<file path="src/rtl/pixel_packer.sv">
// Packs one RGB pixel per clk_9 into a 16-bit word and buffers it in a DEPTH-entry FIFO with overflow and word accounting.
// Optional macro PIXEL_PACKER_RGB565_EN selects RGB565 packing instead of the default {blue, red} format.
module pixel_packer #(
  parameter int DEPTH = 4,
  parameter int CNT_W = 20
) (
  input  logic             clk_9,
  input  logic             rst,
  input  logic             en,
  input  logic [7:0]       red_pix,
  input  logic [7:0]       green_pix,
  input  logic [7:0]       blue_pix,
  input  logic             frame_start,
  output logic [15:0]      out_data,
  output logic             out_valid,
  input  logic             out_ready,
  output logic             full,
  output logic             overflow,
  output logic [7:0]       drop_count,
  output logic [CNT_W-1:0] word_count
);

  localparam int PW = (DEPTH > 1) ? $clog2(DEPTH) : 1;
  localparam int CW = PW + 1;
  localparam logic [CW-1:0] DEPTH_C = CW'(DEPTH);

  logic [15:0]      r_mem [DEPTH];
  logic [PW-1:0]    r_rd_ptr;
  logic [PW-1:0]    r_wr_ptr;
  logic [CW-1:0]    r_count;
  logic             r_overflow;
  logic [7:0]       r_drop_count;
  logic [CNT_W-1:0] r_word_count;

  logic [15:0]      w_word;
  logic             w_pop;
  logic             w_push;
  logic             w_drop;
  logic             w_full;
  logic             w_valid;

`ifdef PIXEL_PACKER_RGB565_EN
  assign w_word = {red_pix[7:3], green_pix[7:2], blue_pix[7:3]};
`else
  assign w_word = {blue_pix, red_pix};
`endif

  assign w_valid = (r_count != '0);
  assign w_full  = (r_count == DEPTH_C);
  // A pop on the same edge frees the slot, so a full FIFO can still accept.
  assign w_pop   = w_valid & out_ready;
  assign w_push  = en & (~w_full | w_pop);
  assign w_drop  = en & ~w_push;

  always_ff @(posedge clk_9) begin
    if (rst) begin
      for (int i = 0; i < DEPTH; i++) begin
        r_mem[i] <= '0;
      end
      r_rd_ptr     <= '0;
      r_wr_ptr     <= '0;
      r_count      <= '0;
      r_overflow   <= 1'b0;
      r_drop_count <= '0;
      r_word_count <= '0;
    end else begin
      if (w_push) begin
        r_mem[r_wr_ptr] <= w_word;
        r_wr_ptr        <= r_wr_ptr + PW'(1);
      end
      if (w_pop) begin
        r_rd_ptr <= r_rd_ptr + PW'(1);
      end
      if (w_push && !w_pop) begin
        r_count <= r_count + CW'(1);
      end else if (w_pop && !w_push) begin
        r_count <= r_count - CW'(1);
      end
      if (w_drop) begin
        r_overflow <= 1'b1;
        if (r_drop_count != 8'hFF) begin
          r_drop_count <= r_drop_count + 8'd1;
        end
      end
      if (frame_start) begin
        r_word_count <= w_push ? CNT_W'(1) : '0;
      end else if (w_push) begin
        r_word_count <= r_word_count + CNT_W'(1);
      end
    end
  end

  assign out_data   = r_mem[r_rd_ptr];
  assign out_valid  = w_valid;
  assign full       = w_full;
  assign overflow   = r_overflow;
  assign drop_count = r_drop_count;
  assign word_count = r_word_count;

endmodule
</file>
<file path="config.mk">
export PLATFORM = sky130hd
export DESIGN_NAME = pixel_packer
export DESIGN_NICKNAME = d
export VERILOG_FILES = /design/src/rtl/pixel_packer.sv
export SDC_FILE = /design/constraint.sdc
export NUM_CORES = 1
export LEC_CHECK = 0
export ABC_CLOCK_PERIOD_IN_PS = 2300
export CELL_PAD_IN_SITES_DETAIL_PLACEMENT = 1
export CELL_PAD_IN_SITES_GLOBAL_PLACEMENT = 2
export CORE_MARGIN = 5
export CORE_UTILIZATION = 35
export CTS_CLUSTER_DIAMETER = 200
export DETAILED_ROUTE_END_ITERATION = 10
export DONT_BUFFER_PORTS = 1
export PLACE_DENSITY = 0.7
export SLEW_MARGIN = 20
export SYNTH_ARGS = -nofsm -noshare
export SYNTH_HDL_FRONTEND = slang
export SYNTH_SLANG_ARGS = --single-unit
</file>
<file path="constraint.sdc">
create_clock -name clk_9 -period 2.3 [get_ports clk_9]
set_input_delay 0.23 -clock clk_9 [delete_from_list [all_inputs] [get_ports clk_9]]
set_output_delay 0.23 -clock clk_9 [all_outputs]
set_load 0.05 [all_outputs]
</file>
==> results_dict.tcl <==
set metrics [dict create \
    min_to "r_mem[0][8]" \
    fin_skew_ns 0.006732 \
    reg2reg_depth 8 \
    grt_overflow_total 0 \
    rsz0062_at_grt "no" \
    fillers 1370 \
    rr_endpoint "r_count[2]" \
    setup_viol 0 \
    outcome "finished clean" \
    die_x_um 123.2 \
    via_per_inst 5.128 \
    dieArea_um2 15190 \
    grt_max_degree 49 \
    vias 2928 \
    routed_wl_um 10290 \
    die_height_um 123.2 \
    drive_gt1_share_pct 20.80 \
    diodes 0 \
    hpwl_um 6762 \
    cts_inserted_buffers 9 \
    grt_pass1_wl_um 16630 \
    path_max_fanout 6 \
    crit_path_end_kind "flip-flop" \
    hold_viol 0 \
    fin_crit_sh_pct 92.87 \
    netlist_area_um2 4488 \
    max_slew_margin_pct 40.41 \
    holdPathStages 1 \
    clkTransAtPathRegs_ns 0.07 \
    hp-start "blue_pix[0]" \
    place_congestion 0.7008 \
    clk_path_buf_depth 2 \
    cts_tree "built" \
    ant_nets 0 \
    synth-seq-area-share_pct 59.77 \
    synth.area.top_cells "edfxtp_1 43%, dfxtp_1 17%, mux4_2 8.0%" \
    cts_root_buffer "clkbuf_16" \
    io-pin-count 76 \
    max_stage_delay_ns 0.39 \
    min_period_ns 2.136 \
    irDropWorstVdd_v 0.0004847 \
    postSynthAreaPerCell_um2 12.47 \
    worstPathRequired_ns 2.57 \
    coreArea_um2 12620 \
    cp_slowest_cell "or3_4" \
    critical_path_class "reg2reg" \
    syn-num-nets 393 \
    final_area_um2 5269 \
    fmax_mhz 468.1 \
    htree_levels 3 \
    port_buffers 0 \
    start_util_pct 35.56 \
    syn_inst 360 \
    power.density_nw_per_um2 969.4 \
    fin_hold_ws_ns 0.07834 \
    hold_class "in2reg" \
    cp_data_arrival_time_ns 2.41 \
    clkSinkCount 102 \
    ys_seq_elements 102 \
    drt_iter0_markers 116 \
    rows 41 \
    synth_warnings 0 \
    async_flop_share_pct 0 \
    reg2reg_slack_ns 0.16 \
    placed_area_um2 4960 \
    synth-edff-count 64 \
    netlist-cell-type-count 38 \
    first_global_vias 3186 \
    leakagePower_nw 1.980 \
    crit_chain "or3_4, nand2_1, ha_1, inv_1, fa_1, xor2_1, or3_1, a21oi_1" \
    nNetsFinal 427 \
    drcViolationCount 0 \
    area_delta_synth_final_pct 17.40 \
    cap_violations 0 \
    gr-usage-all-layers_pct 14.49 \
    clkLatencyLatePin_ns 0.35 \
    start_kind "flip-flop" \
    regToRegStartpoint "r_count[2]" \
    yosysTopAreaCell "edfxtp_1" \
    wl_per_cell_um 18.02 \
    antenna_found_initial 0 \
    synth_top_area_share_pct 42.82 \
    tightest_slew_ns 0.8815 \
    stdcell_count 571 \
    finalMaxSlewViolations 0 \
    dp.cells 554 \
    synth_flop_cell "edfxtp_1" \
    drtPass1Iterations 4 \
    fin_setup_tns_ns 0 \
]
## registers in the layout (all words and copies together) (netlist names), named ones only
signal / flops
drop_count: 8
overflow: 1
r_count: 3
r_mem: 64
r_rd_ptr: 2
r_wr_ptr: 2
word_count: 20
## layer usage
layer  GRT usage (%)  part of all wire [%]  routed length [µm]
met1           16.67                    42                4307
met2           25.55                    51                5221
met3           4.803                   6.2                 640
met4           4.360                   1.2                 121
met5               0                     0                   0
## final cells by class
type	instances	area [µm²]	area share (%)
multi-input combinational	233	1727	32.77
tap	172	215.2	4.085
sequential	102	2683	50.91
clock buffer	10	229.0	4.346
clock inverter	6	70.07	1.330
timing repair buffer	43	325.3	6.174
inverter	5	20.02	0.3800
## what timing repair did
action,4_1_cts,5_1_grt
setup buffers,0,0
hold endpoints to repair,18,0
endpoints found under the setup margin,0,0
resized for setup,0,0
hold buffers,1,0
## how the worst max path moves through the flow
| stage | start | depth (start not counted) | end |
|---|---|---|---|
| floorplan | r_count[0] | 10 | r_count[2] |
| global placement | r_count[2] | 8 | r_count[2] |
| detailed placement | r_count[2] | 8 | r_count[2] |
| CTS | r_count[2] | 8 | r_count[2] |
| global route | r_count[2] | 8 | r_count[2] |
| finish | r_count[2] | 8 | r_count[2] |
## layout by cell type, fill, tap and decap left out, types with 3 or more instances in the layout
master and count:
a21oi_1 18, and2_1 32, and3_1 36, buf_4 42, clkbuf_16 9, dfxtp_1 38, edfxtp_1 64, ha_1 3
inv_1 4, mux2i_1 3, mux4_2 16, nand2_1 14, nand3_1 10, nand4_1 6, nor2_1 19, nor2b_1 6
o21ai_0 9, o31ai_1 7, or2_2 3, or3_1 8, or4_1 9, xnor2_1 6, xor2_1 8
## cells by family (layout without fill, tap and decap cells)
| logic type | count (synthesis) | in the layout | synth area share, % |
|---|---|---|---|
| and+or+nand+nor | 156 | 156 | 20.07 |
| DFF | 102 | 102 | 59.77 |
| AOI/OAI and AO/OA | 39 | 39 | 5.018 |
| buffers and inverters | 25 | 64 | 2.174 |
| muxes | 20 | 20 | 8.949 |
| xor gates and xnor gates | 14 | 14 | 2.732 |
| adders and majority gates | 4 | 4 | 1.283 |
## critical path, delay by kind of cell (launching register included)
family	cells	cell delay [ns]
buf+inv	1	0.06
simple gates	3	0.80
xor+xnor	1	0.16
compound gates	1	0.14
fa+ha+maj	2	0.57
flops	1	0.35
## per-stage QoR
step	utilization (%)	total power [W]	setup slack (ns)
2_1_floorplan	-	0.003335	0.02917
3_3_place_gp	39.30	0.003598	0.2062
3_5_place_dp	39.30	0.003622	0.1652
4_1_cts	41.75	0.005190	0.1402
5_1_grt	41.75	0.005370	0.02178
6_report	41.75	0.005108	0.1639
## Yosys cell counts (3+ instances only)
master and n:
nor2b_1 6, edfxtp_1 64, a21oi_1 18, or3_1 9, nand3_1 10, ha_1 3
inv_1 4, xor2_1 8, and3_1 36, nand4_1 6, nor2_1 20, clkbuf_1 17
nand2_1 14, dfxtp_1 38, nor4_1 3, buf_2 3, mux2i_1 3, mux4_2 16
xnor2_1 6, or2_2 3, o21ai_0 9, and2_1 32, or4_1 9, o31ai_1 7
## report_power, final
group	switching [W]	leakage [nW]	internal, W
sequential	0.0000737	0.974	0.00212
clock	0.000695	0.143	0.000855
combinational	0.000928	0.863	0.000437
total	0.00170	1.98	0.00341
(Power assumes the default switching activity.)
